===== config.mk =====
export PLATFORM = sky130hd
export DESIGN_NAME = nibble_serial_adder_flat
export DESIGN_NICKNAME = d
export VERILOG_FILES = /design/src/rtl/arith_pkg.sv /design/src/rtl/nibble_serial_adder_if.sv /design/src/rtl/cla_add4.sv /design/src/rtl/nibble_serial_adder.sv /design/src/flat_wrapper.sv
export SDC_FILE = /design/constraint.sdc
export NUM_CORES = 1
export LEC_CHECK = 0
export ABC_AREA = 1
export ABC_CLOCK_PERIOD_IN_PS = 3840
export BUFFER_PORTS_ARGS = -buffer_cell sky130_fd_sc_hd__buf_4
export CAP_MARGIN = 30
export CORE_AREA = 2 2 82 84
export DETAILED_ROUTE_END_ITERATION = 8
export DIE_AREA = 0 0 84 86
export PLACE_DENSITY = 0.64
export SYNTH_ARGS = -nofsm -noshare
export SYNTH_HDL_FRONTEND = slang
export SYNTH_SLANG_ARGS = --single-unit

===== constraint.sdc =====
create_clock -name clk -period 3.84 [get_ports clk]
set_input_delay 0.768 -clock clk [delete_from_list [all_inputs] [get_ports clk]]
set_output_delay 0.768 -clock clk [all_outputs]
set_load 0.02 [all_outputs]

===== src/rtl/arith_pkg.sv =====
// Shared arithmetic definitions for the nibble-serial adder and its slice.
package arith_pkg;

  localparam int NIBBLE_W = 4;

  typedef enum logic [1:0] {
    IDLE = 2'd0,
    RUN  = 2'd1,
    DONE = 2'd2
  } state_e;

  // Slice counter width; never below one bit so the counter always exists.
  function automatic int cnt_width(input int nibbles);
    return (nibbles < 2) ? 1 : $clog2(nibbles);
  endfunction

endpackage


===== src/rtl/nibble_serial_adder_if.sv =====
// Request/result bundle between a requester and the nibble-serial adder.
interface nibble_serial_adder_if
  import arith_pkg::*;
#(
  parameter int NIBBLES = 4
);
  localparam int W = NIBBLE_W * NIBBLES;

  logic         start;
  logic [W-1:0] a;
  logic [W-1:0] b;
  logic         cin;
  logic         busy;
  logic         done;
  logic [W-1:0] sum;
  logic         cout;
  logic         ovf;

  modport master (output start, a, b, cin, input busy, done, sum, cout, ovf);
  modport slave  (input start, a, b, cin, output busy, done, sum, cout, ovf);

endinterface


===== src/rtl/cla_add4.sv =====
// Combinational 4-bit carry-lookahead add slice; exposes c3 for overflow.
module cla_add4 (
  input  logic [3:0] a,
  input  logic [3:0] b,
  input  logic       cin,
  output logic [3:0] sum,
  output logic       c3,
  output logic       cout
);
  logic [3:0] g;
  logic [3:0] p;
  logic       c1;
  logic       c2;

  assign g = a & b;
  assign p = a ^ b;

  // Each carry is flattened from g/p terms so no carry depends on another.
  assign c1   = g[0] | (p[0] & cin);
  assign c2   = g[1] | (p[1] & g[0]) | (p[1] & p[0] & cin);
  assign c3   = g[2] | (p[2] & g[1]) | (p[2] & p[1] & g[0])
              | (p[2] & p[1] & p[0] & cin);
  assign cout = g[3] | (p[3] & g[2]) | (p[3] & p[2] & g[1])
              | (p[3] & p[2] & p[1] & g[0]) | (p[3] & p[2] & p[1] & p[0] & cin);

  assign sum = p ^ {c3, c2, c1, cin};

endmodule


===== src/rtl/nibble_serial_adder.sv =====
// Wide adder that pushes one nibble per clock through a shared CLA slice.
// state | meaning:  IDLE | waiting for start;  RUN | one slice per edge;  DONE | result committed, done high
module nibble_serial_adder
  import arith_pkg::*;
#(
  parameter int NIBBLES = 4
) (
  input logic                   clk,
  input logic                   rst_n,
  nibble_serial_adder_if.slave  bus
);
  localparam int W  = NIBBLE_W * NIBBLES;
  localparam int CW = cnt_width(NIBBLES);
  localparam logic [CW-1:0] LAST = CW'(NIBBLES - 1);

  state_e              state_q, state_d;
  logic [CW-1:0]       cnt_q, cnt_d;
  logic                carry_q, carry_d;
  logic [W-1:0]        a_q, a_d;
  logic [W-1:0]        b_q, b_d;
  logic [W-NIBBLE_W-1:0] res_q, res_d;
  logic [W-1:0]        sum_q, sum_d;
  logic                cout_q, cout_d;
  logic                ovf_q, ovf_d;

  logic [NIBBLE_W-1:0] slice_sum;
  logic                slice_c3;
  logic                slice_cout;
  logic [W-1:0]        res_full;
  logic                accept;

  cla_add4 u_slice (
    .a    (a_q[NIBBLE_W-1:0]),
    .b    (b_q[NIBBLE_W-1:0]),
    .cin  (carry_q),
    .sum  (slice_sum),
    .c3   (slice_c3),
    .cout (slice_cout)
  );

  // Only the earlier slices are stored; the newest slice completes the word.
  assign res_full = {slice_sum, res_q};
  assign accept   = bus.start && (state_q != RUN);

  always_comb begin
    state_d = state_q;
    cnt_d   = cnt_q;
    carry_d = carry_q;
    a_d     = a_q;
    b_d     = b_q;
    res_d   = res_q;
    sum_d   = sum_q;
    cout_d  = cout_q;
    ovf_d   = ovf_q;

    case (state_q)
      IDLE: if (bus.start) state_d = RUN;
      RUN: begin
        a_d     = a_q >> NIBBLE_W;
        b_d     = b_q >> NIBBLE_W;
        carry_d = slice_cout;
        res_d   = res_full[W-1:NIBBLE_W];
        cnt_d   = cnt_q + 1'b1;
        if (cnt_q == LAST) begin
          state_d = DONE;
          sum_d   = res_full;
          cout_d  = slice_cout;
          ovf_d   = slice_c3 ^ slice_cout;
        end
      end
      DONE:    state_d = bus.start ? RUN : IDLE;
      default: state_d = IDLE;
    endcase

    if (accept) begin
      a_d     = bus.a;
      b_d     = bus.b;
      carry_d = bus.cin;
      cnt_d   = '0;
      res_d   = '0;
    end
  end

  always_ff @(posedge clk or negedge rst_n) begin
    if (!rst_n) begin
      state_q <= IDLE;
      cnt_q   <= '0;
      carry_q <= 1'b0;
      a_q     <= '0;
      b_q     <= '0;
      res_q   <= '0;
      sum_q   <= '0;
      cout_q  <= 1'b0;
      ovf_q   <= 1'b0;
    end else begin
      state_q <= state_d;
      cnt_q   <= cnt_d;
      carry_q <= carry_d;
      a_q     <= a_d;
      b_q     <= b_d;
      res_q   <= res_d;
      sum_q   <= sum_d;
      cout_q  <= cout_d;
      ovf_q   <= ovf_d;
    end
  end

  assign bus.busy = (state_q == RUN);
  assign bus.done = (state_q == DONE);
  assign bus.sum  = sum_q;
  assign bus.cout = cout_q;
  assign bus.ovf  = ovf_q;

endmodule

===== src/flat_wrapper.sv =====
// flat-port wrapper written by rule: the top's interface ports become plain ports
module nibble_serial_adder_flat import arith_pkg::*;
#(
  parameter int NIBBLES = 4
)
  (clk, rst_n, bus_start, bus_a, bus_b, bus_cin, bus_busy, bus_done, bus_sum, bus_cout, bus_ovf);
  nibble_serial_adder_if #(.NIBBLES(NIBBLES)) bus_i ();
  input logic clk;
  input logic rst_n;
  input wire logic [$bits(bus_i.start)-1:0] bus_start;
  input wire logic [$bits(bus_i.a)-1:0] bus_a;
  input wire logic [$bits(bus_i.b)-1:0] bus_b;
  input wire logic [$bits(bus_i.cin)-1:0] bus_cin;
  output wire logic [$bits(bus_i.busy)-1:0] bus_busy;
  output wire logic [$bits(bus_i.done)-1:0] bus_done;
  output wire logic [$bits(bus_i.sum)-1:0] bus_sum;
  output wire logic [$bits(bus_i.cout)-1:0] bus_cout;
  output wire logic [$bits(bus_i.ovf)-1:0] bus_ovf;
  assign bus_i.start = bus_start;
  assign bus_i.a = bus_a;
  assign bus_i.b = bus_b;
  assign bus_i.cin = bus_cin;
  assign bus_busy = bus_i.busy;
  assign bus_done = bus_i.done;
  assign bus_sum = bus_i.sum;
  assign bus_cout = bus_i.cout;
  assign bus_ovf = bus_i.ovf;
  nibble_serial_adder #(.NIBBLES(NIBBLES)) u_core (.clk(clk), .rst_n(rst_n), .bus(bus_i));
endmodule

==> results of run 1 <==
## routing by layer
metal	vias up	share of wire, %	global-route usage (%)
li1	1102	-	-
met4	0	1.4	7.04
met3	8	4.6	3.85
met5	-	0	0
met2	51	46	28.6
met1	1048	48	22.1
## logic make-up after synthesis
logic type	share of synthesized area, %
simple gates	17.7
flops	57.6
compound gates	12.9
buf+inv	8.76
fa+ha+maj	2.84
xor+xnor	0.301
## worst paths after layout
kind	from	endpoint	slack, ns	depth (start not counted)
setup reg to reg	u_core.state_q[0]$_DFFE_PN0P_	u_core.bus.sum[15]$_DFFE_PN0P_	1.91	6
hold / removal	u_core.bus.ovf$_DFFE_PN0P_	u_core.bus.ovf$_DFFE_PN0P_	0.49	2
setup / recovery	u_core.state_q[1]$_DFFE_PN0P_	bus_busy	1.59	4
hold reg to reg	u_core.bus.ovf$_DFFE_PN0P_	u_core.bus.ovf$_DFFE_PN0P_	0.49	2
max in group asynchronous	rst_n	u_core.b_q[9]$_DFFE_PN0P_	2.76	1
min in group asynchronous	rst_n	u_core.bus.sum[4]$_DFFE_PN0P_	0.54	1
## worst max-delay path, stage by stage (launching register included)
cell,delay (ns)
dfrtp_1,0.37
inv_1,0.10
nand2_4,0.20
inv_4,0.28
buf_4,0.19
## cells in the final DEF (no fill, tap or decap), types with 2 or more instances in the layout
master / netlist / final
nand2_1: 92 / 92
dfrtp_1: 67 / 67
buf_4: 3 / 55
inv_1: 32 / 32
o211ai_1: 17 / 17
nand3_1: 16 / 16
o21ai_1: 15 / 15
o22ai_1: 11 / 11
clkbuf_8: 0 / 11
nor2_1: 7 / 7
o21ai_0: 5 / 5
a22o_1: 5 / 5
ha_1: 5 / 5
clkinv_2: 1 / 3
clkbuf_1: 1 / 3
nand2_4: 2 / 2
a21oi_1: 2 / 2
o221ai_1: 2 / 2
## final cells by class
cell class	instances	area (um^2)
Multi-Input combinational cell	187	981
Clock inverter	2	10.0
Tap cell	77	96.3
Inverter	36	139
Sequential cell	67	1680
Clock buffer	14	163
Timing Repair Buffer	55	413
Fill cell	582	2800
## state kept, by name, summed over array words and instances, names as in the netlist
signal           flops
u_core.a_q          16
u_core.b_q          16
u_core.bus.cout      1
u_core.bus.ovf       1
u_core.bus.sum      16
u_core.carry_q       1
u_core.cnt_q         2
u_core.res_q        12
u_core.state_q       2
## through the flow
stage	total power [W]	std cells
after global routing	0.00310	438
after global placement	0.00233	422
after CTS	0.00288	438
final	0.00285	438
after detailed placement	0.00236	422
after floorplan	0.00206	305
## power by group through the flow
stage          logic, W  registers [W]  clock network, W
2_1_floorplan  0.000845        0.00122                 0
3_3_place_gp    0.00119        0.00114                 0
3_5_place_dp    0.00121        0.00115                 0
4_1_cts         0.00122        0.00114          0.000530
5_1_grt         0.00136        0.00117          0.000564
6_report        0.00120        0.00113          0.000519
==> flow_summary.json, run 1 <==
{
  "cts_buffers": 9,
  "cts_tree": "yes",
  "io_buffer_count": 55,
  "start_util_pct": 46.4,
  "ys_warn_count": 0,
  "clock_sinks": 67,
  "dp_hpwl_um": 3770,
  "slew_headroom_pct": 44.1,
  "tightest_slew_ns": 0.839,
  "ys_top_cells_by_area": "dfrtp_1 (58%), nand2_1 (12%), o211ai_1 (4.4%)",
  "num_rows": 29,
  "wire_per_inst_um": 13.0,
  "post_cts_buffers": 0,
  "ios": 56,
  "synth_cell_type_count": 31,
  "ys_top_cells_by_count": "nand2_1 (92), dfrtp_1 (67), inv_1 (32)",
  "drv_slew": 0,
  "cts_hold_buf": 0,
  "ir_drop_uv": 377,
  "fin_crit_sh_pct": 58.6,
  "dp_slack_ns": 1.90,
  "postSynthCellCount": 305,
  "dr.pass1.iters": 4,
  "synth_most_common_cell": "nand2_1",
  "die_x_um": 84,
  "worstPathRequired_ns": 3.07,
  "finalNetCount": 398,
  "cp.arrival_ns": 1.48,
  "cts_root_buf": "clkbuf_8",
  "synth_top_area_share_pct": 57.6,
  "first_global_vias": 2209,
  "grt_start_max_net_pins": 68,
  "switchingPower_w": 0.00113,
  "avgViaCountPerCell": 5.04,
  "placed_area_um2": 3310,
  "async_flop_share_pct": 100,
  "syn_nets": 347,
  "maxCapViolations": 0,
  "die_y_um": 86,
  "diodes": 0,
  "gp_congestion": 0.806,
  "fmax_mhz": 444,
  "ant_nets": 0,
  "drtIter0Drc": 91,
  "synth-seq-area-share_pct": 57.6,
  "area_growth_pct": 19.4,
  "drt-total-wl_um": 5700,
  "p_int_w": 0.00172,
  "fin_setup_tns_ns": 0,
  "antenna_found_initial": 0,
  "leakagePower_nw": 1.72,
  "core_um2": 6280,
  "rsz0062_at_grt": "no",
  "htreeDepth": 3,
  "critPathKind": "reg2out",
  "clkPwrFrac_pct": 18.2,
  "clk_latency_ns": 0.33,
  "ys.flop_type": "dfrtp_1",
  "final_util_pct": 55.4,
  "p_comb_share_pct": 42.1,
  "grt_overflow": 0,
  "drc_errors": 0,
  "netlist_area_um2": 2910,
  "path_max_fanout": 24,
  "synth_edf_count": 0,
  "pwr_density_cell_nw_per_um2": 820,
  "cts.path.max_buffers": 2,
  "grt_pass1_wl_um": 9960,
  "hold_violations": 0,
  "clkTransAtPathRegs_ns": 0.07,
  "cts_resized": 0,
  "vias": 2209,
  "setup_viol": 0,
  "synth_top_cell_by_area": "dfrtp_1",
  "syn-mean-instance-area_um2": 9.55,
  "finalInstanceArea_um2": 3480,
  "fin_crit_ns": 2.25,
  "swShare_pct": 39.7,
  "status": "completed",
  "finalClockSkew_ns": 0.00548,
  "grt_usage_pct": 17.2,
  "ys_ff_latch": 67,
  "critPathCaptureType": "output pin",
  "layout_setup_ws_ns": 1.59,
  "start_kind": "flip-flop",
  "drive_above_1_share_pct": 21.1,
  "die_area_um2": 7220,
  "pwr-share-seq_pct": 39.7,
  "whs_ns": 0.488,
  "hp-class": "reg2reg"
}
No activity file was read; power rests on OpenSTA's default activity.
==> run 2: changes to the inputs <==
- ABC_CLOCK_PERIOD_IN_PS: 3840 -> 1900
- PLACE_DENSITY: 0.64 -> 0.67
- clock period: 3.84 -> 1.9 ns (I/O delays scaled with it)
==> flow_summary.json, run 2 (synthesis results as in run 1) <==
{
  "status": "completed",
  "critPathTopFamily": "buffers and inverters",
  "drv_slew": 0,
  "ir_drop_uv": 697,
  "path_buf_inv": 4,
  "grt_start_max_net_pins": 38,
  "die_x_um": 84,
  "drc_errors": 0,
  "leakagePower_nw": 1.74,
  "final_cell_mix": "nand2_1 (92), dfrtp_1 (67), buf_4 (59)",
  "cts_buffers": 9,
  "clock_sinks": 67,
  "grt_overflow": 0,
  "hold_violations": 0,
  "dp_hpwl_um": 3890,
  "start_util_pct": 46.4,
  "dp_slack_ns": 0.401,
  "fin_setup_tns_ns": 0,
  "dr.pass1.iters": 4,
  "path_max_fanout": 12,
  "slowest_delay_ns": 0.36,
  "finalNetCount": 403,
  "whs_ns": 0.00425,
  "start_kind": "flip-flop",
  "fin_cells": 443,
  "vias": 2218,
  "die_y_um": 86,
  "avgViaCountPerCell": 5.01,
  "drt-total-wl_um": 5750,
  "cp_common_cell": "buf_4",
  "htreeDepth": 3,
  "fmax_mhz": 570,
  "slew_headroom_pct": 53.9,
  "pwr_density_cell_nw_per_um2": 1650,
  "die_area_um2": 7220,
  "cts_hold_buf": 0,
  "fin_crit_ns": 1.75,
  "core_um2": 6280,
  "layout_setup_ws_ns": 0.147,
  "num_rows": 29,
  "critPathKind": "reg2out",
  "worstPathRequired_ns": 1.52,
  "cts_resized": 0,
  "cts.path.max_buffers": 2,
  "crit_chain": "inv_1 > nand2_4 > inv_4 > buf_4 > buf_4",
  "cts_tree": "yes",
  "final_common_cell": "nand2_1",
  "clkTransAtPathRegs_ns": 0.07,
  "dp_cells": 427,
  "rsz0062_at_grt": "no",
  "post_cts_buffers": 0,
  "cts_root_buf": "clkbuf_8",
  "ios": 56,
  "diodes": 0,
  "finalClockSkew_ns": 0.00482,
  "slowest_stage": "dfrtp_1",
  "ant_nets": 0,
  "grt_usage_pct": 17.5,
  "critPathCaptureType": "output pin",
  "fin_crit_sh_pct": 92.3,
  "drtIter0Drc": 93,
  "io_buffer_count": 55,
  "cp.arrival_ns": 1.37,
  "clk_latency_ns": 0.33,
  "hp-class": "in2async",
  "final_util_pct": 56.2,
  "maxCapViolations": 0,
  "setup_viol": 0,
  "drive_above_1_share_pct": 22.1,
  "area_growth_pct": 21.1,
  "antenna_found_initial": 0,
  "first_global_vias": 2157,
  "wire_per_inst_um": 13.0,
  "tightest_slew_ns": 0.690,
  "grt_pass1_wl_um": 9860,
  "gp_congestion": 0.831
}
[run 2: cell count changes in the layout (fill, tap and decap cells not counted), sizes merged]
cell	delta
buf	+5
[run 2: final timing paths]
path,from,end,slack (ns),cells past startpoint
min,rst_n,u_core.bus.sum[1]$_DFFE_PN0P_,0.004,1
min reg2reg,u_core.cnt_q[0]$_DFFE_PN0P_,u_core.cnt_q[0]$_DFFE_PN0P_,0.48,1
max reg2reg,u_core.state_q[0]$_DFFE_PN0P_,u_core.b_q[5]$_DFFE_PN0P_,0.39,6
max,u_core.state_q[1]$_DFFE_PN0P_,bus_busy,0.15,5
min in group clk,bus_a[7],u_core.a_q[7]$_DFFE_PN0P_,0.25,3
max in group asynchronous,rst_n,u_core.bus.sum[14]$_DFFE_PN0P_,1.35,2
[run 2: where the power goes]
group          leakage [nW]  internal, W  total [W]  switching (W)
sequential            0.867      0.00203    0.00230       0.000271
clock                0.0905     0.000543    0.00104       0.000500
combinational         0.787     0.000968    0.00250        0.00153
[run 2: area by class of cell]
type / instances / area, um^2
Clock buffer: 14 / 163
Multi-Input combinational cell: 187 / 981
Tap cell: 77 / 96.3
Inverter: 36 / 139
Fill cell: 588 / 2750
Clock inverter: 2 / 10.0
Timing Repair Buffer: 60 / 463
Sequential cell: 67 / 1680
[run 2: stage by stage]
stage / power (W) / instance area [um^2]
2_1_floorplan: 0.00417 / 2910
4_1_cts: 0.00590 / 3530
6_report: 0.00584 / 3530
3_5_place_dp: 0.00484 / 3360
5_1_grt: 0.00631 / 3530
3_3_place_gp: 0.00478 / 3360
[run 2: layer usage]
metal | vias up | share of wire [%] | GRT usage (%)
met4 | 0 | 1.9 | 8.50
li1 | 1113 | - | -
met2 | 60 | 47 | 28.4
met1 | 1036 | 46 | 22.3
met5 | - | 0 | 0
met3 | 9 | 4.8 | 3.75
==> run 3: changes to the inputs <==
- ABC_CLOCK_PERIOD_IN_PS: 1900 -> default
- PLACE_DENSITY: 0.67 -> 0.72
==> flow_summary.json, run 3 (synthesis results as in run 1) <==
{
  "ant_nets": 0,
  "first_global_vias": 2278,
  "path_max_fanout": 21,
  "regArea_um2": 1680,
  "hp-class": "in2reg",
  "start_util_pct": 46.4,
  "post_cts_buffers": 0,
  "avgViaCountPerCell": 5.03,
  "ios": 56,
  "swShare_pct": 38.9,
  "drv_slew": 0,
  "die_area_um2": 7220,
  "cts_buffers": 9,
  "maxCapViolations": 0,
  "worstPathRequired_ns": 1.52,
  "drt-total-wl_um": 5890,
  "ir_drop_uv": 868,
  "fin_setup_tns_ns": 0,
  "grt_usage_pct": 18.2,
  "pwr_density_cell_nw_per_um2": 1680,
  "leakagePower_nw": 1.76,
  "final_common_cell": "nand2_1",
  "status": "completed",
  "final_cell_mix": "nand2_1 (92), dfrtp_1 (67), buf_4 (58)",
  "p_comb_share_pct": 42.3,
  "fmax_mhz": 574,
  "critPathKind": "reg2out",
  "critPathTopFamily": "buffers and inverters",
  "drive_above_1_share_pct": 21.8,
  "whs_ns": 0.255,
  "pwr-share-seq_pct": 38.5,
  "cts.path.max_buffers": 2,
  "filler_cell_count": 571,
  "p_int_w": 0.00365,
  "cp.arrival_ns": 1.36,
  "gp_congestion": 0.914,
  "die_y_um": 86,
  "area_growth_pct": 22.4,
  "path_buf_inv": 3,
  "cts_tree": "yes",
  "switchingPower_w": 0.00233,
  "clkPwrFrac_pct": 19.2,
  "tightest_slew_ns": 0.431,
  "htreeDepth": 3,
  "dr.pass1.iters": 6,
  "slowest_delay_ns": 0.36,
  "antenna_found_initial": 0,
  "clock_sinks": 67,
  "multiInputGateArea_um2": 981,
  "finalClockSkew_ns": 0.00606,
  "cts_root_buf": "clkbuf_8",
  "diodes": 0,
  "critPathCaptureType": "output pin",
  "grt_pass1_wl_um": 10400,
  "dp_hpwl_um": 4000,
  "die_x_um": 84,
  "slew_headroom_pct": 71.3,
  "crit_chain": "inv_1 > nand2_4 > inv_4 > buf_4",
  "clkTransAtPathRegs_ns": 0.07,
  "vias": 2235,
  "num_rows": 29,
  "io_buffer_count": 55,
  "fin_crit_sh_pct": 91.7,
  "grt_overflow": 0,
  "fin_crit_ns": 1.74,
  "start_kind": "flip-flop",
  "drtIter0Drc": 94,
  "drc_errors": 0,
  "grt_start_max_net_pins": 38,
  "finalNetCount": 404,
  "hold_violations": 0,
  "clk_latency_ns": 0.33,
  "wire_per_inst_um": 13.3,
  "cts_resized": 0,
  "setup_viol": 0,
  "slowest_stage": "dfrtp_1",
  "rsz0062_at_grt": "no",
  "core_um2": 6280
}
## run 3: cell count changes in the layout (fill, tap and decap cells not counted)
cell and change:
dlygate4sd3_1 +1, clkbuf_8 -1, clkinv_2 -1, buf_12 +1, bufinv_16 +1, buf_4 -1, clkbuf_1 +1
## run 3: through the flow
step / setup slack (ns) / std cells / cell area, um^2 / total power [W] / utilization [%]
5_1_grt: 0.0419 / 444 / 3570 / 0.00646 / 56.8
3_5_place_dp: 0.421 / 427 / 3370 / 0.00487 / 53.7
6_report: 0.158 / 444 / 3570 / 0.00597 / 56.8
4_1_cts: 0.125 / 444 / 3570 / 0.00603 / 56.8
2_1_floorplan: 0.512 / 305 / 2910 / 0.00417 / -
3_3_place_gp: 0.459 / 427 / 3370 / 0.00478 / 53.7
## run 3: final timing paths
kind                                                 end  cells after the start                     startpoint  slack (ns)
max reg2reg                   u_core.carry_q$_DFFE_PN0P_                      6      u_core.b_q[1]$_DFFE_PN0P_        0.41
min in group asynchronous  u_core.bus.sum[4]$_DFFE_PN0P_                      2                          rst_n        0.53
min reg2reg                  u_core.cnt_q[0]$_DFFE_PN0P_                      1    u_core.cnt_q[0]$_DFFE_PN0P_        0.48
max                                             bus_busy                      4  u_core.state_q[1]$_DFFE_PN0P_        0.16
max in group asynchronous      u_core.b_q[5]$_DFFE_PN0P_                      3                          rst_n        0.84
min                            u_core.a_q[4]$_DFFE_PN0P_                      3                       bus_a[4]        0.25
## run 3: repair_timing
| action | CTS | global route |
|---|---|---|
| endpoints found under the hold margin | 29 | 0 |
| endpoints found under the setup margin | 0 | 0 |
| hold buffers | 1 | 0 |
## run 3: power by group through the flow
stage,Sequential (W),Clock (W),Combinational (W)
floorplan,0.00246,0,0.00171
global placement,0.00230,0,0.00248
detailed placement,0.00233,0,0.00254
CTS,0.00231,0.00117,0.00256
global route,0.00237,0.00124,0.00285
finish,0.00230,0.00115,0.00253
## run 3: layout make-up
class	instances	area share [%]
clock buffer	14	4.28
clock inverter	2	0.982
inverter	36	3.89
multi-input combinational	187	27.5
sequential	67	47.0
tap	77	2.70
timing repair buffer	61	13.6
## run 3: per-layer routing
metal	GRT usage [%]	vias to the layer above	wire, um
li1	-	1108	-
met2	29.7	64	2730
met3	3.95	7	324
met4	7.92	0	96
met5	0	-	0
met1	23.6	1056	2740
## run 3: tightest hold or removal path, stage by stage
cell	delay (ns)
buf_4	0.08
nand2_1	0.04
nand3_1	0.05
